## config.mk

```make
export PLATFORM = sky130hd
export DESIGN_NAME = generic_2clk_gearbox_fifo_rf
export DESIGN_NICKNAME = d
export VERILOG_FILES = /design/src/rtl/generic_fifo_pkg.sv /design/src/rtl/generic_fifo_ptr_ctrl.sv /design/src/rtl/generic_2clk_gearbox_fifo_rf.sv
export SDC_FILE = /design/constraint.sdc
export NUM_CORES = 1
export LEC_CHECK = 0
export ABC_AREA = 1
export BUFFER_PORTS_ARGS = -buffer_cell sky130_fd_sc_hd__buf_2
export CAP_MARGIN = 10
export CORE_MARGIN = 4
export CORE_UTILIZATION = 45
export CTS_CLUSTER_DIAMETER = 80
export DETAILED_ROUTE_END_ITERATION = 8
export GPL_TIMING_DRIVEN = 0
export MAX_ROUTING_LAYER = met4
export PLACE_DENSITY = 0.67
export SLEW_MARGIN = 0
export SYNTH_ARGS = -nofsm -noshare
export SYNTH_HDL_FRONTEND = slang
export SYNTH_HIERARCHICAL = 1
export SYNTH_SLANG_ARGS = --single-unit
```

## constraint.sdc

```tcl
create_clock -name clk -period 2.5 [get_ports clk]
set_input_delay 0.5 -clock clk [delete_from_list [all_inputs] [get_ports clk]]
set_output_delay 0.5 -clock clk [all_outputs]
set_load 0.02 [all_outputs]
```

## src/rtl/generic_fifo_pkg.sv

```systemverilog
// Shared helpers for the width-ratio FIFO family: size derivation,
// configuration legality and wide-word slice ordering.
package generic_fifo_pkg;

  // Number of narrow entries addressed by a pointer of the given width.
  function automatic int unsigned fifo_depth(input int unsigned ptr_width);
    return 32'd1 << ptr_width;
  endfunction

  // Occupancy needs one extra bit so that a full FIFO (DEPTH) is representable.
  function automatic int unsigned cnt_width(input int unsigned ptr_width);
    return ptr_width + 1;
  endfunction

  function automatic bit is_pow2(input int unsigned v);
    return (v != 0) && ((v & (v - 1)) == 0);
  endfunction

  // Legal configurations: power-of-2 ratio no larger than the array,
  // and an almost-full threshold that can actually be reached.
  function automatic bit cfg_ok(input int unsigned depth,
                                input int unsigned ratio,
                                input int unsigned af_level);
    return is_pow2(ratio) && (ratio <= depth) &&
           (af_level >= 1) && (af_level <= depth);
  endfunction

  // Which slice of the wide word is delivered k-th.
  function automatic int unsigned slice_sel(input int unsigned k,
                                            input int unsigned ratio,
                                            input bit          lsb_first);
    return lsb_first ? k : (ratio - 1 - k);
  endfunction

endpackage

```

## src/rtl/generic_fifo_ptr_ctrl.sv

```systemverilog
// Pointer, occupancy and handshake control for a RATIO:1 width FIFO.
// Writes consume RATIO narrow entries, reads release one.
module generic_fifo_ptr_ctrl
  import generic_fifo_pkg::*;
#(
  parameter int unsigned PTR_WIDTH = 3,
  parameter int unsigned RATIO     = 2
) (
  input  logic                 clk,
  input  logic                 reset,
  input  logic                 flush,
  input  logic                 wr_valid,
  input  logic                 rd_ready,
  output logic                 wr_ready,
  output logic                 rd_valid,
  output logic                 wr_fire,
  output logic                 rd_fire,
  output logic [PTR_WIDTH-1:0] wr_ptr,
  output logic [PTR_WIDTH-1:0] rd_ptr,
  output logic [PTR_WIDTH:0]   count
);

  localparam int unsigned DEPTH = fifo_depth(PTR_WIDTH);
  localparam int unsigned CW    = cnt_width(PTR_WIDTH);

  localparam logic [CW-1:0]        RATIO_C  = CW'(RATIO);
  localparam logic [CW-1:0]        WR_LIMIT = CW'(DEPTH - RATIO);
  localparam logic [CW-1:0]        CNT_ONE  = CW'(1);
  // RATIO == DEPTH truncates to a zero step, which is the correct modulo wrap.
  localparam logic [PTR_WIDTH-1:0] WR_STEP  = RATIO_C[PTR_WIDTH-1:0];
  localparam logic [PTR_WIDTH-1:0] PTR_ONE  = PTR_WIDTH'(1);

  logic [CW-1:0] count_next;

  assign wr_ready = (count <= WR_LIMIT);
  assign rd_valid = (count != '0);
  // Flush wins over any coincident transfer, so neither side fires.
  assign wr_fire  = wr_valid && wr_ready && !flush;
  assign rd_fire  = rd_valid && rd_ready && !flush;

  // Net occupancy change from this cycle's transfers.
  always_comb begin
    count_next = count;
    if (wr_fire) count_next = count_next + RATIO_C;
    if (rd_fire) count_next = count_next - CNT_ONE;
  end

  // Pointer and occupancy registers with async reset and sync flush.
  always_ff @(posedge clk or posedge reset) begin
    if (reset) begin
      wr_ptr <= '0;
      rd_ptr <= '0;
      count  <= '0;
    end else if (flush) begin
      wr_ptr <= '0;
      rd_ptr <= '0;
      count  <= '0;
    end else begin
      if (wr_fire) wr_ptr <= wr_ptr + WR_STEP;
      if (rd_fire) rd_ptr <= rd_ptr + PTR_ONE;
      count <= count_next;
    end
  end

endmodule

```

## src/rtl/generic_2clk_gearbox_fifo_rf.sv

```systemverilog
// Wide-in / narrow-out FWFT FIFO: one RATIO*DW word per write,
// one DW word per read, single clock.
module generic_2clk_gearbox_fifo_rf
  import generic_fifo_pkg::*;
#(
  parameter int unsigned DW        = 10,
  parameter int unsigned RATIO     = 2,
  parameter int unsigned PTR_WIDTH = 3,
  parameter int unsigned LSB_FIRST = 1,
  parameter int unsigned AF_LEVEL  = (2 ** PTR_WIDTH) - RATIO
) (
  input  logic                clk,
  input  logic                reset,
  input  logic                flush,
  input  logic                wr_valid,
  output logic                wr_ready,
  input  logic [RATIO*DW-1:0] wrdata,
  output logic                rd_valid,
  input  logic                rd_ready,
  output logic [DW-1:0]       rddata,
  output logic [PTR_WIDTH:0]  fill_level,
  output logic                almost_full
);

  localparam int unsigned DEPTH = fifo_depth(PTR_WIDTH);
  localparam int unsigned CW    = cnt_width(PTR_WIDTH);
  localparam logic [CW-1:0] AF_C = CW'(AF_LEVEL);

  if (!cfg_ok(DEPTH, RATIO, AF_LEVEL)) begin : g_cfg_err
    $error("generic_2clk_gearbox_fifo_rf: illegal RATIO/PTR_WIDTH/AF_LEVEL");
  end

  logic                 wr_fire;
  logic                 rd_fire;
  logic [PTR_WIDTH-1:0] wr_ptr;
  logic [PTR_WIDTH-1:0] rd_ptr;
  logic [CW-1:0]        count;
  logic [DW-1:0]        mem [DEPTH];

  generic_fifo_ptr_ctrl #(
    .PTR_WIDTH (PTR_WIDTH),
    .RATIO     (RATIO)
  ) u_ptr_ctrl (
    .clk      (clk),
    .reset    (reset),
    .flush    (flush),
    .wr_valid (wr_valid),
    .rd_ready (rd_ready),
    .wr_ready (wr_ready),
    .rd_valid (rd_valid),
    .wr_fire  (wr_fire),
    .rd_fire  (rd_fire),
    .wr_ptr   (wr_ptr),
    .rd_ptr   (rd_ptr),
    .count    (count)
  );

  // Storage: cleared on reset, RATIO slices scattered from wr_ptr on a write.
  always_ff @(posedge clk or posedge reset) begin
    if (reset) begin
      for (int unsigned i = 0; i < DEPTH; i++) mem[i] <= '0;
    end else if (wr_fire) begin
      for (int unsigned k = 0; k < RATIO; k++)
        mem[wr_ptr + PTR_WIDTH'(k)] <= wrdata[slice_sel(k, RATIO, LSB_FIRST != 0)*DW +: DW];
    end
  end

  assign rddata      = mem[rd_ptr];
  assign fill_level  = count;
  assign almost_full = (count >= AF_C);

endmodule
```

==> flow_metrics.py <==
metrics = {
    "floorplan": {
        "start_util": 0.461,
        "design.die.area_um2": 14100,
        "core_um2": 12000,
        "die_h_um": 119,
        "ios": 42,
        "die_w_um": 119,
        "rows": 40,
    },
    "route": {
        "dr.pass1.iters": 7,
        "drtIter0Drc": 708,
        "vias_per_cell": 5.47,
        "vias": 5684,
        "wire_per_inst_um": 17.3,
        "drt-total-wl_um": 17900,
        "drc": 0,
        "ant_nets": 0,
    },
    "critical_path": {
        "cp_cell_sequence": "inv_1 > clkbuf_4 > nor2_1 > o22ai_1 > nand2_1 > nand2_1 > buf_2",
        "startpoint_type": "flip-flop",
        "critical-path-top-delay-family": "buffers and inverters",
        "cp-end-kind": "output port",
        "worst_ep_arrival_time_ns": 1.88,
        "cp_num_buf_inv": 3,
        "slowest_stage": "dfrtp_2",
        "crit_type": "flip-flop to output port",
        "r2r_slack_ns": 0.55,
        "r2r-start": "u_ptr_ctrl/count[1]",
        "path_max_fanout": 10,
        "cp.required_ns": 2.00,
        "r2r-end": "mem[47]",
        "r2r_cells": 10,
        "critPathMostFrequentCell": "nand2_1",
        "startpoint": "u_ptr_ctrl/rd_ptr[0]",
        "critPathMaxStageDelay_ns": 0.47,
    },
    "yosys": {
        "synth_nets": 871,
        "syn_inst": 843,
        "post_synth_and_or_nand_nor_area_fraction": 0.409,
        "synthMuxAreaShare": 0,
        "seq_area_frac_synth": 0.402,
        "synth_cell_types": 30,
        "synth_fa_ha_area_frac": 0.00678,
        "ys_warn_count": 6,
        "synth_top_cell_by_area": "dfrtp_1",
        "synthXorXnorAreaFrac": 0,
        "synth_top_area_frac": 0.402,
        "synth_compound_area_frac": 0.108,
        "ys_top_cells_by_area": "dfrtp_1 40%, nand2_1 29%, o21ai_0 7.4%, nand3_1 4.2%, nor2_1 3.2%",
        "synth.ff_latch_count": 89,
        "synth_top_family_by_area": "simple AND/OR/NAND/NOR gates",
        "synth.avg_cell_area_um2": 6.57,
        "syn-cell-area_um2": 5540,
    },
    "pwr": {
        "power_mw": 5.44,
        "pwr-share-comb": 0.402,
        "leakage_nw": 3.44,
        "sequentialPowerShare": 0.356,
        "clkPwrFrac": 0.242,
        "peakVddDrop_v": 0.000465,
        "power_switching_mw": 2.32,
        "swShare": 0.427,
        "pwr_density_cell_nw_per_um2": 875,
        "p_int_mw": 3.12,
    },
    "clocking": {
        "cts_buffers": 9,
        "tritoncts": "yes",
        "clockBufferDepth": 2,
        "cts-root-buf": "clkbuf_16",
        "path_clk_slew_ns": 0.07,
        "htreeDepth": 3,
        "clock-sinks": 89,
        "clk_latency_ns": 0.35,
        "cts_setup_buffers": 0,
    },
    "timing": {
        "fin_crit_sh": 0.951,
        "clock.fmax_ghz": 0.421,
        "slew_violations": 0,
        "setup_tns_ns": 0,
        "clock_skew_ns": 0.00645,
        "tightestPinTransition_ns": 0.608,
        "hold_viol": 0,
        "fin_ws_ns": 0.124,
        "min_period_ns": 2.38,
        "rsz0062_at_grt": "no",
        "slew_headroom": 0.594,
        "finalSetupViolations": 0,
    },
    "job": {
        "drv_cap": 0,
    },
    "final_layout": {
        "multi_input_area_um2": 2900,
        "stdcell_area_um2": 6220,
        "fill_cells": 1266,
        "layout_common_cells": "424 x nand2_1, 88 x dfrtp_1, 82 x o21ai_0, 47 x nor2_1, 46 x nand3_1",
        "final_common_cell": "nand2_1",
        "final_net_count": 915,
        "area_delta_synth_final_pct": 12.4,
        "seqCellArea_um2": 2230,
        "antenna_cells": 0,
        "drive_above_1_share": 0.150,
    },
    "global_routing": {
        "grt_max_degree": 34,
        "grt_overflow": 0,
        "grt_usage": 0.264,
        "grt_pass1_wl_um": 28100,
        "grt_pass1_vias": 5189,
        "grt_antenna_before_repair": 0,
    },
    "place": {
        "place_hpwl_um": 13400,
        "postPlaceCellArea_um2": 5920,
        "dp_slack_ns": 0.258,
        "gp_congestion": 0.925,
        "port_buffers": 31,
    },
    "min_path": {
        "hold_path.class": "input port to asynchronous set/reset pin",
    },
    "run_status": {
        "outcome": "complete, no violations",
    },
}
## synthesized netlist by cell type
library cell  instances
clkinv_1              1
nand2_4               1
nand2_1             424
buf_2                10
and3_1                1
nand3_1              46
clkbuf_4              4
nor2_2                8
a31o_1                1
a21oi_1               6
o21ai_0              82
nor2_4                4
buf_4                 4
o22ai_1              21
dfrtp_1              89
nand3_2               5
nor3_1                1
nand2_2               9
a21o_1                1
nor2_1               47
inv_2                10
clkbuf_1             12
buf_6                 4
ha_1                  3
nand4_1               7
inv_1                27
o21a_1                1
conb_1                1
buf_1                 1
clkbuf_2             12
## worst max-delay path by stage
stage / to / slack [ns] / depth (start not counted)
4_1_cts: rddata[0] / 0.04 / 7
2_1_floorplan: rddata[0] / 0.77 / 6
6_report: rddata[0] / 0.12 / 7
5_1_grt: rddata[0] / 0.03 / 7
3_5_place_dp: rddata[5] / 0.26 / 7
3_3_place_gp: rddata[5] / 0.24 / 7
## power groups by stage
stage | Sequential [mW] | Combinational, mW | Clock (mW)
after floorplan | 1.88 | 1.47 | 0
after global placement | 1.94 | 2.11 | 0
after detailed placement | 1.95 | 2.13 | 0
after CTS | 1.92 | 2.15 | 1.32
after global routing | 1.97 | 2.42 | 1.39
final | 1.94 | 2.19 | 1.32
## per-layer routing
metal	GRT usage	wire length (µm)	vias up
li1	-	-	2761
met1	0.390	8220	2559
met2	0.361	7240	310
met3	0.0522	1880	54
met4	0.0891	590	0
met5	-	0	-
## state kept, by name (all words and copies together) (netlist names)
| signal | count |
|---|---|
| u_ptr_ctrl/wr_ptr | 2 |
| u_ptr_ctrl/rd_ptr | 3 |
| u_ptr_ctrl/count | 4 |
| mem | 80 |
## stage by stage
step	utilization	cells	hold slack, ns
after floorplan	-	843	0.328
after global placement	0.489	1021	0.460
after detailed placement	0.493	1023	0.460
after CTS	0.517	1039	0.146
after global routing	0.518	1039	0.159
final	0.518	1039	0.125
## final cells by class
type / count / share of cell area
Buffer: 47 / 0.0457
Clock buffer: 10 / 0.0384
Clock inverter: 6 / 0.00664
Inverter: 38 / 0.0235
Multi-Input combinational cell: 669 / 0.467
Sequential cell: 89 / 0.358
Tap cell: 147 / 0.0296
Timing Repair Buffer: 33 / 0.0314
## worst reg2reg max path, stage by stage, from the launching register on
cell     delay, ns
dfrtp_1       0.45
inv_1         0.10
nand2_1       0.07
nand2_2       0.11
nand3_1       0.10
inv_1         0.08
buf_2         0.23
inv_1         0.22
nor2_4        0.27
nand2_1       0.17
nand2_1       0.09
## what timing repair did
action                     CTS  global route
setup endpoints to repair   10            10
hold buffers                 0             0
cloned                       0             0
gates resized for setup      8            13
## cells by family after synthesis
kind of cell,after synthesis
buf+inv,85
fa+ha+maj,3
simple gates,553
other cells,1
compound gates,112
flops,89
No activity file was read; power rests on OpenSTA's default activity.
